File: config.mk
export PLATFORM = sky130hd
export DESIGN_NAME = dest_reg_pipe
export DESIGN_NICKNAME = d
export VERILOG_FILES = /design/src/rtl/dest_reg_pipe.sv
export SDC_FILE = /design/constraint.sdc
export NUM_CORES = 1
export LEC_CHECK = 0
export CORE_ASPECT_RATIO = 1.2
export CORE_MARGIN = 2
export CORE_UTILIZATION = 43
export DETAILED_ROUTE_END_ITERATION = 7
export PLACE_DENSITY = 0.78
export SKIP_CTS_REPAIR_TIMING = 1
export SYNTH_ARGS = -nofsm -noshare
export SYNTH_HDL_FRONTEND = slang
export SYNTH_SLANG_ARGS = --single-unit
export TNS_END_PERCENT = 20
File: constraint.sdc
create_clock -name clk -period 2 [get_ports clk]
set_clock_uncertainty 0.1 [all_clocks]
set_input_delay 0.3 -clock clk [delete_from_list [all_inputs] [get_ports clk]]
set_output_delay 0.3 -clock clk [all_outputs]
set_load 0.02 [all_outputs]
File: src/rtl/dest_reg_pipe.sv
// dest_reg_pipe: destination-register tracking and RAW interlock across EX/MEM/WB
module dest_reg_pipe #(
    parameter int CNT_W = 8
) (
    input  logic             clk,
    input  logic             rst,
    input  logic [2:0]       id_wr_reg,
    input  logic             id_wr_en,
    input  logic [2:0]       id_rs,
    input  logic [2:0]       id_rt,
    input  logic             id_rs_vld,
    input  logic             id_rt_vld,
    input  logic             flush,
    input  logic             mem_busy,
    output logic             hazard,
    output logic [2:0]       ex_wr_reg,
    output logic [2:0]       mem_wr_reg,
    output logic [2:0]       wb_wr_reg,
    output logic             ex_wr_en,
    output logic             mem_wr_en,
    output logic             wb_wr_en,
    output logic [CNT_W-1:0] bubble_cnt
);
    logic [2:0]       ex_wr_reg_q, mem_wr_reg_q, wb_wr_reg_q;
    logic             ex_wr_en_q, mem_wr_en_q, wb_wr_en_q;
    logic [CNT_W-1:0] bubble_cnt_q, bubble_cnt_d;
    logic             flush_pend_q;
    logic             flush_eff, rs_hit, rt_hit;

    // RAW match against EX/MEM only; WB is covered by the register-file bypass
    always_comb begin
        rs_hit       = id_rs_vld & ((ex_wr_en_q & (id_rs == ex_wr_reg_q)) | (mem_wr_en_q & (id_rs == mem_wr_reg_q)));
        rt_hit       = id_rt_vld & ((ex_wr_en_q & (id_rt == ex_wr_reg_q)) | (mem_wr_en_q & (id_rt == mem_wr_reg_q)));
        flush_eff    = flush | flush_pend_q;
        hazard       = (rs_hit | rt_hit) & ~flush_eff & ~rst;
        bubble_cnt_d = &bubble_cnt_q ? bubble_cnt_q : bubble_cnt_q + {{(CNT_W-1){1'b0}}, 1'b1};
    end

    // Stage advance with freeze, flush and bubble insertion; a killed EX slot is all zeros
    always_ff @(posedge clk) begin
        if (rst) begin
            ex_wr_reg_q  <= 3'b000;
            mem_wr_reg_q <= 3'b000;
            wb_wr_reg_q  <= 3'b000;
            ex_wr_en_q   <= 1'b0;
            mem_wr_en_q  <= 1'b0;
            wb_wr_en_q   <= 1'b0;
            bubble_cnt_q <= '0;
            flush_pend_q <= 1'b0;
        end else if (mem_busy) begin
            flush_pend_q <= flush_pend_q | flush;
        end else begin
            mem_wr_reg_q <= ex_wr_reg_q;
            mem_wr_en_q  <= ex_wr_en_q;
            wb_wr_reg_q  <= mem_wr_reg_q;
            wb_wr_en_q   <= mem_wr_en_q;
            ex_wr_reg_q  <= (flush_eff | hazard) ? 3'b000 : id_wr_reg;
            ex_wr_en_q   <= (flush_eff | hazard) ? 1'b0 : id_wr_en;
            bubble_cnt_q <= hazard ? bubble_cnt_d : bubble_cnt_q;
            flush_pend_q <= 1'b0;
        end
    end

    assign ex_wr_reg  = ex_wr_reg_q;
    assign mem_wr_reg = mem_wr_reg_q;
    assign wb_wr_reg  = wb_wr_reg_q;
    assign ex_wr_en   = ex_wr_en_q;
    assign mem_wr_en  = mem_wr_en_q;
    assign wb_wr_en   = wb_wr_en_q;
    assign bubble_cnt = bubble_cnt_q;
endmodule

==> results of run 1 <==
-- Yosys cell counts, drive strengths merged --
cell     count
nor2b        1
nor2        11
inv          1
and3         3
and4         2
a211oi       2
ha           1
a21oi        5
nand2        6
or3          3
nor4b        1
o21ba        1
nand4bb      1
nand4        5
nor3         1
a32o         4
dfxtp       21
or2          1
mux2i        9
xor2         1
clkbuf       2
nand3        2
a22oi        1
nor4         2
o21a         1
xnor2       12
o21ai        5
buf          1
-- cell families (layout without fill, tap and decap cells) --
kind of cell	after synthesis	count (layout)	share of synthesized area, %
multiplexers	9	9	8.77
XOR/XNOR	13	13	11.1
adder cells (fa/ha/maj)	1	1	1.22
flip-flops	21	21	40.9
AO/OA/AOI/OAI	19	19	13.6
buffers and inverters	4	61	2.19
AND/OR/NAND/NOR	39	39	22.2
-- routing by layer --
metal / share of wire [%] / track usage [%] / vias to the layer above
met1: 40 / 21.3 / 492
met2: 53 / 42.5 / 39
met5: 0 / 0 / -
met4: 2.1 / 8.57 / 0
met3: 4.8 / 4.19 / 7
li1: - / - / 500
-- power groups by stage --
stage / registers (mW) / logic (mW) / clock network (mW)
finish: 0.432 / 0.120 / 0.207
global route: 0.434 / 0.128 / 0.234
CTS: 0.432 / 0.118 / 0.212
detailed placement: 0.442 / 0.117 / 0
global placement: 0.441 / 0.114 / 0
floorplan: 0.448 / 0.0430 / 0
-- final cells by class --
type	count	area, um2
well taps	31	38.8
clock inverters	1	5.00
clock buffers	3	22.5
inverters	1	3.75
repair buffers	56	520
fillers	189	651
multi-input cells	81	611
flip-flops and latches	21	430
-- cells in the final DEF (no fill, tap or decap), drive strengths merged, types with 2 or more instances in the layout --
cell type and instances:
and3 3, mux2i 9, dfxtp 21, clkdlybuf4s50 29
nand3 2, nand2 6, nor4 2, a211oi 2
nand4 5, buf 21, clkbuf 3, and4 2
or3 3, o21ai 5, a32o 4, nor2 11
dlymetal6s2s 6, a21oi 5, xnor2 12
-- stage by stage --
| step | TNS [ps] | utilization, % | setup WS [ps] |
|---|---|---|---|
| 3_3_place_gp | -1690 | 68.5 | -463 |
| 2_1_floorplan | 0 | - | 139 |
| 6_report | 0 | 71.5 | 54.6 |
| 4_1_cts | -525 | 69.7 | -521 |
| 5_1_grt | -165 | 71.5 | -69.5 |
| 3_5_place_dp | -2290 | 68.5 | -511 |
-- path summary, 6_finish.rpt --
kind                                      end  slack [ps]  cells after the start
worst max-delay path            bubble_cnt[5]          50                      7
worst min-delay path            bubble_cnt[4]         420                      2
worst max register to register  bubble_cnt[1]         100                      7
worst min register to register  bubble_cnt[4]         420                      2
-- worst max-delay path, stage by stage --
cell	delay, ps
clkdlybuf4s50_1	490
nor4_4	370
nand2_1	110
a211oi_2	190
nor2_2	120
or3_1	360
a21oi_1	140
==> metrics.csv, run 1 <==
stage,metric,value,unit
outcome,status,"finished, final reports clean",
floorplanning,die area,2800,um2
sta,slew of the pin with the lowest slew margin,347,ps
hold_path,Hold Path Origin,bubble_cnt[4],
sta,shortest period the worst path allows,1950,ps
finish,post-route cell area,1630,um2
floorplanning,# rows,19,
clocking,CTS tree,built,
sta,# setup viols final,0,
placed_design,GP Congestion,0.809,
clocking,H-tree Lvls,1,
routing,Via-to-Cell Ratio,5.35,
synthesis,count of cell types in the netlist,31,
synthesis,dominant cell type by area after synthesis,dfxtp_1,
power,sw frac,25.2,%
power,power density cells,465,nW/um2
clocking,TritonCTS Sinks,21,
critical_path,WP data arrival,2100,ps
placed_design,HPWL after DPL,2230,um
synthesis,Synth top area share,40.9,%
placed_design,area post-placement,1560,um2
critical_path,Crit. End Element,flop,
routing,Routed Antenna Nets,0,
sta,RSZ-0062 raised after global routing,true,
sta,Final period util,97.3,%
synthesis,Syn Area/Cell,9.69,um2
placed_design,Post-Place Cells,190,
synthesis,mapped cell area,1030,um2
clocking,maximum buffer depth of the clock tree,2,
critical_path,worst setup path class,input pin to flop,
sta,max_slew headroom,76.8,%
synthesis,sequential fraction of the synthesis area,40.9,%
grt,number of global-route vias before repair,1068,
finish,area grow syn2layout,58.8,%
power,Reg power frac,56.9,%
power,Clock power frac,27.2,%
hold_path,Worst Hold Class,flop to flop,
finish,antenna cells,0,
grt,total congestion overflow,0,
power,switching power,0.191,mW
synthesis,ranking of synthesized cells by area,"dfxtp_1 (41%), xnor2_1 (10%), mux2i_1 (8.8%)",
clocking,root buf cell,clkbuf_4,
synthesis,Post-Syn Instances,106,
grt,Total GRT Usage,21.3,%
floorplanning,Die X,48.6,um
floorplanning,io pins,37,
power,VDD IR max,0.000443,V
finish,max reg flops,8,
sta,"Slew Viols, Final",0,
routing,Routed WL,2850,um
synthesis,Ys Warns,0,
grt,first-pass GRT wire length,4640,um
clocking,later-pin clock latency in the skew report,310,ps
placed_design,Buffers on Ports,36,
routing,drt pass-1 iters,4,
sta,final hold slack,422,ps
routing,# DRC,0,
critical_path,"Req. time, crit path",2150,ps
floorplanning,die height,57.5,um
flow_run,max-cap check violation count,0,
power,"Power, Total",0.759,mW
synthesis,syn_nets,123,
power,combinational power share,15.8,%
finish,Finished Layout Cells,194,
clocking,"Reg clk slew, reported paths",120,ps
grt,initial antenna violation count,0,
finish,share of layout cells above drive strength 1,23.9,%
clocking,Num CTS Buffers,3,
finish,# nets final,181,
floorplanning,Core Box Area,2280,um2
floorplanning,Starting Density,45.0,%
synthesis,count of state elements after synthesis,21,
sta,Fin. Hold Viols,0,
sta,Max Freq,514,MHz
power,leak pwr,0.671,nW
routing,mean routed wirelength per cell,14.7,um
critical_path,CP max FO,8,
critical_path,crit path launch,mem_busy,
grt,largest net degree at the start of global routing,13,
routing,vias,1038,
routing,DR iter-0 viols,12,
power,Pint,0.568,mW
critical_path,CP startpoint kind,input pin,
critical_path,reg-to-reg startpoint,bubble_cnt[4],
No activity file was read; power rests on OpenSTA's default activity.
==> inputs of run 2 (changes only) <==
Settings changed: RECOVER_POWER set to 50.
==> run 2 against run 1 <==
Sequential cell count unchanged. Non-clock buffer count did not move. Cell area down 0.23%. Register-to-register slack about the same. Wire length down 0.18%. Largest power group unchanged. Highest routed layer unchanged.
==> metrics.csv, run 2 (synthesized netlist as in run 1, its figures left out) <==
stage,metric,value,unit,change
outcome,status,"finished, final reports clean",,unchanged
routing,drt pass-1 iters,4,,unchanged
floorplanning,io pins,37,,unchanged
floorplanning,die height,57.5,um,unchanged
sta,Fin. Hold Viols,0,,unchanged
sta,Max Freq,513,MHz,was 514 MHz
routing,Routed Antenna Nets,0,,unchanged
flow_run,max-cap check violation count,0,,unchanged
grt,number of global-route vias before repair,1068,,unchanged
hold_path,Worst Hold Class,flop to flop,,unchanged
power,VDD IR max,0.000444,V,was 0.000443 V
critical_path,CP max FO,8,,unchanged
power,power density cells,466,nW/um2,was 465 nW/um2
power,switching power,0.191,mW,about the same
clocking,maximum buffer depth of the clock tree,2,,unchanged
floorplanning,Core Box Area,2280,um2,unchanged
routing,mean routed wirelength per cell,14.6,um,was 14.7 um
finish,max reg flops,8,,unchanged
clocking,"Reg clk slew, reported paths",120,ps,about the same
routing,Routed WL,2840,um,was 2850 um
clocking,TritonCTS Sinks,21,,unchanged
finish,antenna cells,0,,unchanged
critical_path,worst reg2reg setup slack,100,ps,about the same
routing,DR iter-0 viols,12,,unchanged
clocking,CTS tree,built,,unchanged
finish,most frequent cells in the layout,"clkdlybuf4s50_1 (24), buf_4 (19), dfxtp_1 (15)",,"was clkdlybuf4s50_1 (29), buf_4 (20), dfxtp_1 (15)"
power,Pint,0.567,mW,was 0.568 mW
floorplanning,Die X,48.6,um,unchanged
sta,Setup WS post-layout,52.1,ps,was 54.6 ps
grt,initial antenna violation count,0,,unchanged
routing,Via-to-Cell Ratio,5.36,,was 5.35
grt,largest net degree at the start of global routing,13,,unchanged
sta,slew of the pin with the lowest slew margin,654,ps,was 347 ps
grt,first-pass GRT wire length,4640,um,unchanged
sta,final hold slack,419,ps,was 422 ps
power,Reg power frac,57.0,%,was 56.9%
placed_design,HPWL after DPL,2230,um,unchanged
critical_path,Crit. End Element,flop,,unchanged
critical_path,CP startpoint kind,input pin,,unchanged
placed_design,GP Congestion,0.809,,unchanged
critical_path,WP data arrival,2100,ps,about the same
critical_path,Slowest cell on crit path,clkdlybuf4s50_1,,unchanged
sta,Final period util,97.4,%,was 97.3%
clocking,later-pin clock latency in the skew report,310,ps,about the same
grt,Total GRT Usage,21.3,%,unchanged
clocking,H-tree Lvls,1,,unchanged
placed_design,worst slack at placement,-511,ps,unchanged
sta,# setup viols final,0,,unchanged
power,Clock power frac,27.3,%,was 27.2%
power,sw frac,25.2,%,about the same
sta,shortest period the worst path allows,1950,ps,about the same
clocking,Num CTS Buffers,3,,unchanged
placed_design,Buffers on Ports,36,,unchanged
sta,RSZ-0062 raised after global routing,true,,unchanged
critical_path,crit-path cells,"clkdlybuf4s50_1, nor4_4, nand2_1, a211oi_2, nor2_2, or3_1, a21oi_1",,unchanged
clocking,root buf cell,clkbuf_4,,unchanged
finish,share of layout cells above drive strength 1,23.3,%,was 23.9%
critical_path,"slowest stage delay, CP",490,ps,about the same
sta,"Slew Viols, Final",0,,unchanged
finish,area grow syn2layout,58.5,%,was 58.8%
finish,fin util,71.3,%,was 71.5%
finish,# nets final,181,,unchanged
placed_design,area post-placement,1560,um2,unchanged
sta,max_slew headroom,56.4,%,was 76.8%
critical_path,worst setup path class,input pin to flop,,unchanged
power,"Power, Total",0.759,mW,about the same
floorplanning,Starting Density,45.0,%,unchanged
routing,# DRC,0,,unchanged
critical_path,"Req. time, crit path",2150,ps,about the same
power,combinational power share,15.7,%,was 15.8%
floorplanning,# rows,19,,unchanged
routing,vias,1040,,was 1038
grt,total congestion overflow,0,,unchanged
finish,post-route cell area,1630,um2,about the same
floorplanning,die area,2800,um2,unchanged
finish,"commonest non-fill, non-tap cell in the layout",clkdlybuf4s50_1,,unchanged
power,leak pwr,0.685,nW,was 0.671 nW
-- run 2: cell count changes in the layout (fill, tap and decap cells not counted), sizes merged --
cell | before | now
clkdlybuf4s50 | 29 | 24
buf | 21 | 20
clkbuf | 3 | 4
dlygate4sd3 | 0 | 5
-- run 2: path summary, 6_finish.rpt --
| kind | from | end | depth (start not counted) |
|---|---|---|---|
| hold / removal | wb_wr_reg[2] | wb_wr_reg[2] | 2 |
| setup reg to reg | bubble_cnt[4] | bubble_cnt[1] | 7 |
| hold reg to reg | wb_wr_reg[2] | wb_wr_reg[2] | 2 |
| setup / recovery | mem_busy | bubble_cnt[5] | 7 |
-- run 2: cell type report --
| cell class | instances | area (um2) |
|---|---|---|
| inverter | 1 | 3.75 |
| tap | 31 | 38.8 |
| fill | 189 | 654 |
| clock inverter | 1 | 5.00 |
| timing repair buffer | 56 | 517 |
| clock buffer | 3 | 22.5 |
| sequential | 21 | 430 |
| multi-input combinational | 81 | 611 |
-- run 2: layer usage --
layer	up-vias	global-route usage (%)	share of wire, %
met5	-	0	0
met4	0	8.57	2.1
met3	7	4.19	4.9
met2	39	42.5	53
met1	492	21.3	40
li1	502	-	-
-- run 2: power groups by stage --
stage / clock network (mW) / registers, mW / logic [mW]
6_report: 0.207 / 0.432 / 0.119
5_1_grt: 0.234 / 0.434 / 0.127
4_1_cts: 0.212 / 0.432 / 0.118
3_5_place_dp: 0 / 0.442 / 0.117
3_3_place_gp: 0 / 0.441 / 0.114
2_1_floorplan: 0 / 0.448 / 0.0430
-- run 2: metrics by stage --
stage	std cells	TNS, ps
2_1_floorplan	106	0
3_3_place_gp	190	-1690
3_5_place_dp	190	-2290
4_1_cts	194	-525
5_1_grt	194	-163
6_report	194	0
-- run 2: critical path: cells and delay by family --
| family | cells | cell delay (ps) |
|---|---|---|
| and+or+nand+nor | 4 | 960 |
| buffers and inverters | 1 | 490 |
| AOI/OAI and AO/OA | 2 | 330 |
